<file path="src/rtl/raven_sram_rmw_bridge_if.sv">
// Native raven_soc memory bus: valid/ready request with byte strobes.
interface raven_sram_rmw_bridge_if;
    logic        mem_valid;
    logic [31:0] mem_addr;
    logic [3:0]  mem_wstrb;
    logic [31:0] mem_wdata;
    logic        mem_ready;
    logic [31:0] mem_rdata;

    modport master (
        output mem_valid, mem_addr, mem_wstrb, mem_wdata,
        input  mem_ready, mem_rdata
    );

    modport slave (
        input  mem_valid, mem_addr, mem_wstrb, mem_wdata,
        output mem_ready, mem_rdata
    );
endinterface

</file>
<file path="src/rtl/raven_sram_rmw_bridge.sv">
// Bridge from the raven_soc memory bus to a single-port SRAM macro without
// byte masks. Partial writes run as read-modify-write. Every output is a
// register; the combinational process computes the values for the next cycle.
module raven_sram_rmw_bridge #(
    parameter int ADDR_W       = 10,
    parameter int READ_LATENCY = 1
) (
    input  logic                      pll_clk,
    input  logic                      reset,
    raven_sram_rmw_bridge_if.slave    mem,
    output logic                      ram_csb,
    output logic                      ram_wenb,
    output logic [ADDR_W-1:0]         ram_addr,
    output logic [31:0]               ram_wdata,
    input  logic [31:0]               ram_rdata,
    output logic                      busy
);

    typedef enum logic [2:0] {
        IDLE,
        RD_ISSUE,
        RD_WAIT,
        WR_ISSUE,
        DONE
    } state_t;

    localparam logic [1:0] WAIT_LAST = 2'(READ_LATENCY - 1);

    state_t              state_q, state_d;
    logic [1:0]          wait_cnt_q, wait_cnt_d;
    logic [3:0]          wstrb_q, wstrb_d;
    logic [31:0]         wdata_q, wdata_d;
    logic                ready_q, ready_d;
    logic [31:0]         rdata_q, rdata_d;
    logic                csb_q, csb_d;
    logic                wenb_q, wenb_d;
    logic [ADDR_W-1:0]   addr_q, addr_d;
    logic [31:0]         ram_wdata_q, ram_wdata_d;
    logic                busy_q;

    // Byte-lane and upper address bits are intentionally not decoded.
    logic unused_addr_bits;
    assign unused_addr_bits = ^{mem.mem_addr[31:ADDR_W+2], mem.mem_addr[1:0]};

    // Next-state and next-output decode; the SRAM read word is the buffer,
    // folded straight into mem_rdata (reads) or the merged write word (RMW).
    always_comb begin
        // NOTE: every target gets a default first so no path leaves a latch.
        state_d     = state_q;
        wait_cnt_d  = wait_cnt_q;
        wstrb_d     = wstrb_q;
        wdata_d     = wdata_q;
        ready_d     = 1'b0;
        rdata_d     = rdata_q;
        csb_d       = 1'b1;
        wenb_d      = 1'b1;
        addr_d      = addr_q;
        ram_wdata_d = ram_wdata_q;

        unique case (state_q)
            IDLE: begin
                if (mem.mem_valid) begin
                    wstrb_d = mem.mem_wstrb;
                    wdata_d = mem.mem_wdata;
                    addr_d  = mem.mem_addr[ADDR_W+1:2];
                    csb_d   = 1'b0;
                    if (mem.mem_wstrb == 4'hF) begin
                        state_d     = WR_ISSUE;
                        wenb_d      = 1'b0;
                        ram_wdata_d = mem.mem_wdata;
                    end else begin
                        state_d = RD_ISSUE;
                    end
                end
            end
            RD_ISSUE: begin
                state_d    = RD_WAIT;
                wait_cnt_d = 2'd0;
            end
            RD_WAIT: begin
                if (wait_cnt_q == WAIT_LAST) begin
                    if (wstrb_q == 4'h0) begin
                        state_d = DONE;
                        ready_d = 1'b1;
                        rdata_d = ram_rdata;
                    end else begin
                        state_d = WR_ISSUE;
                        csb_d   = 1'b0;
                        wenb_d  = 1'b0;
                        for (int b = 0; b < 4; b++) begin
                            ram_wdata_d[8*b +: 8] = wstrb_q[b] ? wdata_q[8*b +: 8]
                                                               : ram_rdata[8*b +: 8];
                        end
                    end
                end else begin
                    wait_cnt_d = wait_cnt_q + 2'd1;
                end
            end
            WR_ISSUE: begin
                state_d = DONE;
                ready_d = 1'b1;
            end
            DONE: begin
                state_d = IDLE;
            end
            default: begin
                state_d = IDLE;
            end
        endcase
    end

    // State and output registers; reset forces the SRAM deselected at once.
    always_ff @(posedge pll_clk or posedge reset) begin
        if (reset) begin
            state_q     <= IDLE;
            wait_cnt_q  <= 2'd0;
            wstrb_q     <= 4'h0;
            wdata_q     <= 32'h0;
            ready_q     <= 1'b0;
            rdata_q     <= 32'h0;
            csb_q       <= 1'b1;
            wenb_q      <= 1'b1;
            addr_q      <= '0;
            ram_wdata_q <= 32'h0;
            busy_q      <= 1'b0;
        end else begin
            // NOTE: non-blocking so every register samples pre-edge values.
            state_q     <= state_d;
            wait_cnt_q  <= wait_cnt_d;
            wstrb_q     <= wstrb_d;
            wdata_q     <= wdata_d;
            ready_q     <= ready_d;
            rdata_q     <= rdata_d;
            csb_q       <= csb_d;
            wenb_q      <= wenb_d;
            addr_q      <= addr_d;
            ram_wdata_q <= ram_wdata_d;
            busy_q      <= (state_d != IDLE);
        end
    end

    assign mem.mem_ready = ready_q;
    assign mem.mem_rdata = rdata_q;
    assign ram_csb       = csb_q;
    assign ram_wenb      = wenb_q;
    assign ram_addr      = addr_q;
    assign ram_wdata     = ram_wdata_q;
    assign busy          = busy_q;

endmodule

</file>
<file path="src/flat_wrapper.sv">
// flat-port wrapper written by rule: the top's interface ports become plain ports
module raven_sram_rmw_bridge_flat 
#(
    parameter int ADDR_W       = 10,
    parameter int READ_LATENCY = 1
)
  (pll_clk, reset, ram_csb, ram_wenb, ram_addr, ram_wdata, ram_rdata, busy, mem_mem_valid, mem_mem_addr, mem_mem_wstrb, mem_mem_wdata, mem_mem_ready, mem_mem_rdata);
  raven_sram_rmw_bridge_if mem_i ();
  input  logic pll_clk;
  input  logic reset;
  output logic ram_csb;
  output logic ram_wenb;
  output logic [ADDR_W-1:0] ram_addr;
  output logic [31:0] ram_wdata;
  input  logic [31:0] ram_rdata;
  output logic busy;
  input wire logic [$bits(mem_i.mem_valid)-1:0] mem_mem_valid;
  input wire logic [$bits(mem_i.mem_addr)-1:0] mem_mem_addr;
  input wire logic [$bits(mem_i.mem_wstrb)-1:0] mem_mem_wstrb;
  input wire logic [$bits(mem_i.mem_wdata)-1:0] mem_mem_wdata;
  output wire logic [$bits(mem_i.mem_ready)-1:0] mem_mem_ready;
  output wire logic [$bits(mem_i.mem_rdata)-1:0] mem_mem_rdata;
  assign mem_i.mem_valid = mem_mem_valid;
  assign mem_i.mem_addr = mem_mem_addr;
  assign mem_i.mem_wstrb = mem_mem_wstrb;
  assign mem_i.mem_wdata = mem_mem_wdata;
  assign mem_mem_ready = mem_i.mem_ready;
  assign mem_mem_rdata = mem_i.mem_rdata;
  raven_sram_rmw_bridge #(.ADDR_W(ADDR_W), .READ_LATENCY(READ_LATENCY)) u_core (.pll_clk(pll_clk), .reset(reset), .mem(mem_i), .ram_csb(ram_csb), .ram_wenb(ram_wenb), .ram_addr(ram_addr), .ram_wdata(ram_wdata), .ram_rdata(ram_rdata), .busy(busy));
endmodule
</file>
<file path="config.mk">
export PLATFORM = sky130hd
export DESIGN_NAME = raven_sram_rmw_bridge_flat
export DESIGN_NICKNAME = d
export VERILOG_FILES = /design/src/rtl/raven_sram_rmw_bridge_if.sv /design/src/rtl/raven_sram_rmw_bridge.sv /design/src/flat_wrapper.sv
export SDC_FILE = /design/constraint.sdc
export NUM_CORES = 1
export LEC_CHECK = 0
export CORE_MARGIN = 1.5
export CORE_UTILIZATION = 50
export CTS_CLUSTER_SIZE = 28
export DETAILED_ROUTE_END_ITERATION = 12
export PLACE_DENSITY_LB_ADDON = 0.1
export SLEW_MARGIN = 20
export SYNTH_ARGS = -nofsm -noshare
export SYNTH_HDL_FRONTEND = slang
export SYNTH_SLANG_ARGS = --single-unit
</file>
<file path="constraint.sdc">
create_clock -name pll_clk -period 7.85 [get_ports pll_clk]
set_input_delay 1.9625 -clock pll_clk [delete_from_list [all_inputs] [get_ports pll_clk]]
set_output_delay 1.9625 -clock pll_clk [all_outputs]
set_load 0.05 [all_outputs]
</file>
Word level (Yosys, flattened, before mapping)
Cells that the tools add are included.
{"block": "classes", "n_addsub": 1, "n_mul": 0, "div_mod_pow": 0, "order_cmp": 0, "n_eq_ne": 9, "shift": 0, "mux": 25, "bitwise": 0, "reduce_logical": 10}
{"op": "$mux W32", "n": 4}
{"op": "$pmux W32 S2", "n": 1}
{"op": "$mux W8", "n": 4}
{"op": "$pmux W3 S4", "n": 1}
{"op": "$mux W3", "n": 3}
{"op": "$eq A3 B2 Y1 const B", "n": 2}
{"op": "$mux W1", "n": 6}
{"op": "$ne A2 B2 Y1 const B", "n": 3}
{"op": "$pmux W1 S2", "n": 3}
{"op": "$reduce_and A5 Y1", "n": 1}
{"op": "$eq A4 B4 Y1 const B", "n": 1}
{"op": "$logic_not A4 Y1", "n": 1}
{"op": "$mux W2", "n": 2}
{"op": "$ne A2 B1 Y1 const B", "n": 2}
{"op": "$pmux W2 S2", "n": 1}
{"op": "$reduce_and A2 Y1", "n": 2}
{"op": "$reduce_bool A2 Y1", "n": 2}
{"op": "$eq A3 B1 Y1 const B", "n": 1}
{"op": "$logic_not A3 Y1", "n": 1}
{"op": "$reduce_and A3 Y1", "n": 1}
{"op": "$reduce_bool A3 Y1", "n": 1}
{"op": "$add A2 B1 Y2 const B", "n": 1}
{"op": "$logic_not A2 Y1", "n": 1}
{"block": "totals", "regBits": 119, "latch_bits": 0, "ram_bits": 0, "romBits": 0, "inputBits": 103, "output_inout_bits": 78, "memories": 0}

Logic depth before layout (Yosys ltp)
Gate-level depths: netlist of run 1.
{"block": "logic_depth", "depth_word": 5, "ltp_mapped": 6, "depth_no_buf": 5}

Worst setup path after synthesis of run 1
Ideal clock, no wire load.
{"block": "synth_path", "path_type": "input to register", "from": "input port mem_mem_valid", "to": "register u_core.wdata_q[30]", "arrival_time_ns": 2.954, "required_time_ns": 7.725, "slack_ns": 4.771, "stages": 4, "path_buffers": 2, "cell_sequence": "nor4b_2 > buf_2 > buf_4 > mux2_2"}
{"block": "synth_via", "elab_chain_len": 1}
{"item": "start, declared", "line": "flat_wrapper.sv:17", "text": "input wire logic [$bits(mem_i.mem_valid)-1:0] mem_mem_valid;"}
{"item": "$reduce_and A2 Y1 (no source line)"}
{"item": "end signal, assigned", "line": "raven_sram_rmw_bridge.sv:131", "text": "wdata_q <= wdata_d;"}
{"item": "end, declared", "line": "raven_sram_rmw_bridge.sv:32", "text": "logic [31:0] wdata_q, wdata_d;"}
Every way passes these cells.
A chain may end at the register's enable or synchronous reset.

Final worst setup path of run 1
{"block": "layout_path", "from": "register u_core.wenb_q, in the netlist u_core.ram_wenb", "to": "output port ram_wenb"}
{"item": "start, declared", "line": "raven_sram_rmw_bridge.sv:36", "text": "logic wenb_q, wenb_d;"}
{"item": "start signal, assigned", "line": "raven_sram_rmw_bridge.sv:135", "text": "wenb_q <= wenb_d;"}
{"item": "end, declared", "line": "flat_wrapper.sv:12", "text": "output logic ram_wenb;"}
No word-level cell between the ends.

==> run_results.csv, run 1 <==
group,metric,value,unit
cells_and_area,n_antenna_cell,0,
cells_and_area,nNetsFinal,607,
die,ios,181,
clock_network,cts.sinks,119,
worst_setup_path,required,5.89,ns
route,wl_met1,5.55,mm
route,drt_wl_total,11.9,mm
route,drc,0,
cells_and_area,final_layout_size_suffix_gt1_share,26.2,%
global_route,antenna_found_initial,0,
logic_synthesis,synth.distinct_cells,30,
clock_network,cts_buffers,17,
clock_network,cts_max_path_buffers,2,
sta,hold_violations,0,
worst_setup_path,path_buf_inv,1,
power_and_ir_drop,power.density,521,nW/um2
sta,setup_viol,0,
worst_setup_path,critical_path_class,"reg2out",
clock_network,post_cts_buffers,0,
sta,slew_violations,0,
sta,tightest_slew,1.00,ns
die,dieArea,11400,um2
outcome,status,"finished, final reports clean",
clock_network,cts-hold-fix-buffers,0,
placement,gp_congestion,0.808,
route,first_pass_iters,6,
logic_synthesis,synth_edf_count,0,
worst_setup_path,cp_top_family,"buffers and inverters",
clock_network,clk_pin_slew,0.06,ns
power_and_ir_drop,p_leak,3.20,nW
route,dr_wl_met3,674,um
global_route,grt_util_all_layers,21.9,%
logic_synthesis,synth_xor_area_share,0,%
global_route,grt_pass1_vias,3818,
clock_network,ctsResizeCount,0,
route,antenna_left,0,
logic_synthesis,synth.area.mux_share,38.5,%
logic_synthesis,synth_area,5400,um2
sta,period_share,48.0,%
worst_setup_path,critPathSlowestCell,"clkdlybuf4s50_1",
die,initial_core_util,51.9,%
placement,dp_hpwl,7.70,mm
logic_synthesis,synthesis.nets,447,
worst_setup_path,crit_arrival,1.81,ns
route,drt_iter0_drc,88,
worst_setup_path,path_cells,"clkdlybuf4s50_1",
cells_and_area,instances_no_fill,652,
die,row_count,37,
logic_synthesis,avgSynthCellArea,15.7,um2
logic_synthesis,ys_ff_latch,119,
cells_and_area,fillers,668,
clock_network,tritoncts,"done",
sta,fmax,265,MHz
die,die_x,107,um
logic_synthesis,postSynth.asyncResetShare,100,%
sta,rsz0062_at_grt,"false",
cells_and_area,areaGrowthSynthToFinish,41.8,%
die,die_y,107,um
global_route,grt_pass1_wl,19.0,mm
logic_synthesis,ys_seq_area_share,55.2,%
placement,io_buffers,158,
placement,place_inst,620,
power_and_ir_drop,power,3.99,mW
logic_synthesis,ys.flop_type,"dfrtp_1",
sta,slew_headroom,33.0,%
sta,period_needed,3.77,ns
worst_setup_path,crit_path_end_kind,"primary output",
logic_synthesis,synth-compound-area-share,1.32,%
logic_synthesis,synth-simple-area-share,1.97,%
route,met2_length,5.43,mm
logic_synthesis,synth_top_family_by_area,"multiplexers",
logic_synthesis,yosysWarnings,0,
job,drv_cap,0,
global_route,overflow,0,
route,via_per_inst,5.26,
sta,setup-tns-final,0,ns
global_route,grt_max_degree,61,
worst_setup_path,slowest_delay,0.79,ns
cells_and_area,final_common_cell,"clkdlybuf4s50_1",
power_and_ir_drop,peakVddDrop,281,uV
route,wl_per_cell,18.2,um
min_path,hp-class,"reg2reg",
route,top_layer_used,"met4",
clock_network,insertion_delay,0.51,ns
logic_synthesis,synthAdderAreaFrac,0.232,%
die,core,10400,um2
cells_and_area,final_cell_mix,"clkdlybuf4s50_1 (158), dfrtp_1 (117), mux2_1 (85), mux2_2 (60), mux2_4 (29)",
clock_network,htreeDepth,4,
route,vias,3432,
sta,skew,0.0112,ns
clock_network,root_buffer,"clkbuf_8",
worst_setup_path,startpoint_type,"register",
worst_setup_path,crit_fanout,1,
logic_synthesis,postSynthCellCount,343,
-- worst reg2reg max path, cell delays in order, from the launching register on --
cell	delay, ns
dfrtp_1	0.52
nor3b_4	0.77
nand3_2	0.92
mux2_1	0.65
-- registers in the layout, summed over array words and instances, names as in the netlist --
register              flops
u_core.mem.mem_rdata     32
u_core.state_q            3
u_core.ram_wenb           1
u_core.wstrb_q            4
u_core.wait_cnt_q         2
u_core.busy               1
u_core.ram_wdata         32
u_core.ram_addr          10
u_core.mem.mem_ready      1
u_core.ram_csb            1
u_core.wdata_q           32
-- stage by stage --
step / area, um2 / util [%] / hold slack, ns / worst slack [ns]
after global routing: 7660 / 73.5 / 0.496 / 4.02
after global placement: 7070 / 67.9 / 0.461 / 3.66
after floorplan: 5400 / - / 0.452 / 2.73
after CTS: 7660 / 73.5 / 0.483 / 4.06
final: 7660 / 73.5 / 0.479 / 4.08
after detailed placement: 7070 / 67.9 / 0.468 / 3.66
-- layer usage --
| metal | track usage, % | vias to the layer above |
|---|---|---|
| met5 | 0 | - |
| met4 | 8.57 | 0 |
| met3 | 6.57 | 17 |
| met2 | 34.0 | 120 |
| met1 | 28.8 | 1730 |
| li1 | - | 1565 |
-- kinds of logic after synthesis --
kind of cell	Yosys count
muxes	175
DFF	119
adders and majority gates	1
and+or+nand+nor	12
buffers and inverters	27
AOI/OAI and AO/OA	9
-- synthesized netlist by cell type (all sizes together), types with 2 or more instances --
master,number,area [um2]
a211oi,2,15.0
buf,15,108
clkbuf,6,22.5
dfrtp,117,2930
dfstp,2,52.6
inv,6,22.5
mux2,174,2070
nor3,2,10.0
nor3b,3,33.8
o2bb2ai,2,17.5
-- worst paths after layout --
kind / from / to / slack, ns / cells after the start
worst min register to register: u_core.wdata_q[7]$_DFFE_PP0P_ / u_core.wdata_q[7]$_DFFE_PP0P_ / 0.48 / 1
worst min-delay path: u_core.wdata_q[7]$_DFFE_PP0P_ / u_core.wdata_q[7]$_DFFE_PP0P_ / 0.48 / 1
worst max-delay path: u_core.ram_wenb$_DFF_PP1_ / ram_wenb / 4.08 / 1
max in group asynchronous: reset / u_core.wdata_q[2]$_DFFE_PP0P_ / 4.67 / 3
worst max register to register: u_core.state_q[0]$_DFF_PP0_ / u_core.mem.mem_rdata[22]$_DFFE_PP0P_ / 4.87 / 3
min in group asynchronous: reset / u_core.mem.mem_rdata[9]$_DFFE_PP0P_ / 1.94 / 2
-- area by class of cell --
cell class	instances	area [um2]	share of cell area, %
clock buffer	19	442	5.77
clock inverter	13	148	1.93
inverter	6	25.0	0.327
multi-input combinational	197	2280	29.8
sequential	119	2980	38.9
tap	136	170	2.22
timing repair buffer	162	1610	21.0
-- power breakdown --
part,internal (mW),switching (mW)
logic,0.920,1.16
registers,0.932,0.217
clock network,0.471,0.286
total,2.32,1.67
Note: power is estimated with default switching activity, not from simulation.
==> run 2: changes to the inputs <==
Settings changed: CORE_UTILIZATION 50 to 46.
Clock period 7.85 ns to 3.87 ns, I/O delays scaled along.
==> run_results.csv, run 2 (synthesis gave the netlist of run 1 again) <==
group,metric,value,unit
power_and_ir_drop,clkPwrFrac,17.2,%
sta,period_needed,2.70,ns
route,antenna_left,0,
global_route,overflow,0,
outcome,status,"finished, final reports clean",
cells_and_area,areaGrowthSynthToFinish,41.5,%
route,drt_wl_total,11.8,mm
route,first_pass_iters,4,
worst_setup_path,path_buf_inv,1,
cells_and_area,final_common_cell,"clkdlybuf4s50_1",
global_route,grt_util_all_layers,20.7,%
placement,io_buffers,158,
clock_network,tritoncts,"done",
cells_and_area,n_antenna_cell,0,
sta,rsz0062_at_grt,"false",
route,vias,3409,
clock_network,insertion_delay,0.41,ns
worst_setup_path,rr_startpoint,"u_core.state_q[0]$_DFF_PP0_",
worst_setup_path,critical_path_class,"reg2out",
sta,setup-tns-final,0,ns
worst_setup_path,path_cells,"clkdlybuf4s50_1",
clock_network,clk_pin_slew,0.05,ns
sta,hold_violations,0,
power_and_ir_drop,p_comb_share,53.4,%
global_route,grt_pass1_wl,19.8,mm
cells_and_area,nNetsFinal,609,
clock_network,htreeDepth,4,
worst_setup_path,startpoint_type,"register",
worst_setup_path,crit_path_end_kind,"primary output",
die,row_count,39,
route,drt_iter0_drc,69,
sta,tightest_slew,0.683,ns
clock_network,post_cts_buffers,0,
sta,fmax,370,MHz
route,drc,0,
min_path,hp-class,"reg2reg",
power_and_ir_drop,sw_frac_of_total,41.5,%
placement,dp_hpwl,7.95,mm
power_and_ir_drop,p_leak,3.19,nW
worst_setup_path,critPathSlowestCell,"clkdlybuf4s50_1",
worst_setup_path,cp_top_family,"buffers and inverters",
global_route,antenna_found_initial,0,
clock_network,cts-hold-fix-buffers,0,
clock_network,ctsResizeCount,0,
placement,gp_congestion,0.762,
global_route,grt_max_degree,50,
power_and_ir_drop,peakVddDrop,596,uV
min_path,hp-start,"u_core.wdata_q[12]$_DFFE_PP0P_",
worst_setup_path,crit_fanout,1,
sta,skew,0.00570,ns
sta,slew_violations,0,
sta,hold_ws,0.479,ns
worst_setup_path,crit_arrival,1.74,ns
worst_setup_path,required,2.90,ns
die,ios,181,
sta,slew_headroom,54.5,%
clock_network,cts_max_path_buffers,2,
sta,setup_viol,0,
cells_and_area,fin_util,66.9,%
worst_setup_path,slowest_delay,0.82,ns
clock_network,root_buffer,"clkbuf_16",
die,dieArea,12400,um2
clock_network,cts_buffers,17,
worst_setup_path,cp-startpoint,"u_core.ram_csb$_DFF_PP1_",
die,die_y,111,um
die,core,11400,um2
die,initial_core_util,47.3,%
die,die_x,111,um
cells_and_area,final_cell_mix,"clkdlybuf4s50_1 (158), dfrtp_1 (117), mux2_1 (85), mux2_2 (60), mux2_4 (29)",
power_and_ir_drop,power.density,1040,nW/um2
cells_and_area,final_layout_size_suffix_gt1_share,25.0,%
clock_network,cts.sinks,119,
power_and_ir_drop,p_int,4.63,mW
power_and_ir_drop,switchingPower,3.28,mW
job,drv_cap,0,
global_route,grt_pass1_vias,3731,
power_and_ir_drop,power_frac_seq,29.4,%
sta,period_share,69.9,%
cells_and_area,fillers,859,
route,wl_per_cell,18.0,um
route,via_per_inst,5.18,
==> run 2: path summary, 6_finish.rpt <==
path,endpoint,slack (ns),cells past startpoint
min in group asynchronous,u_core.ram_addr[7]$_DFFE_PP0P_,1.00,2
min reg2reg,u_core.wdata_q[12]$_DFFE_PP0P_,0.48,1
max in group asynchronous,u_core.ram_csb$_DFF_PP1_,2.20,3
max reg2reg,u_core.mem.mem_rdata[6]$_DFFE_PP0P_,1.40,4
max,ram_csb,1.17,1
min,u_core.wdata_q[12]$_DFFE_PP0P_,0.48,1
==> run 2: area by class of cell <==
cell class / count / area (um2) / share of cell area [%]
clock inverters: 4 / 22.5 / 0.295
multi-input cells: 197 / 2280 / 29.9
repair buffers: 164 / 1660 / 21.8
clock buffers: 25 / 485 / 6.35
inverters: 6 / 26.3 / 0.344
well taps: 143 / 179 / 2.34
flip-flops and latches: 119 / 2980 / 39.0
==> run 2: power by group through the flow <==
| stage | sequential [mW] | combinational (mW) | clock (mW) |
|---|---|---|---|
| 2_1_floorplan | 3.64 | 1.69 | 0 |
| 3_3_place_gp | 2.31 | 4.21 | 0 |
| 3_5_place_dp | 2.34 | 4.27 | 0 |
| 4_1_cts | 2.33 | 4.29 | 1.39 |
| 5_1_grt | 2.42 | 4.44 | 1.45 |
| 6_report | 2.33 | 4.23 | 1.36 |
==> run 2: stage by stage <==
stage	setup WS, ns	std cells	power, mW	area [um2]
final	1.17	658	7.91	7640
after global routing	1.12	658	8.31	7640
after CTS	1.14	658	8.01	7640
after detailed placement	0.852	629	6.61	7130
after global placement	0.867	629	6.51	7130
after floorplan	1.45	343	5.34	5410
==> run 2: metal layers <==
metal	vias up	GRT usage [%]	part of all wire (%)	wire length, um
met5	-	0	0	0
li1	1561	-	-	-
met1	1725	25.8	45	5320
met4	0	7.85	1.6	191
met3	17	7.13	6.2	727
met2	106	33.5	47	5580
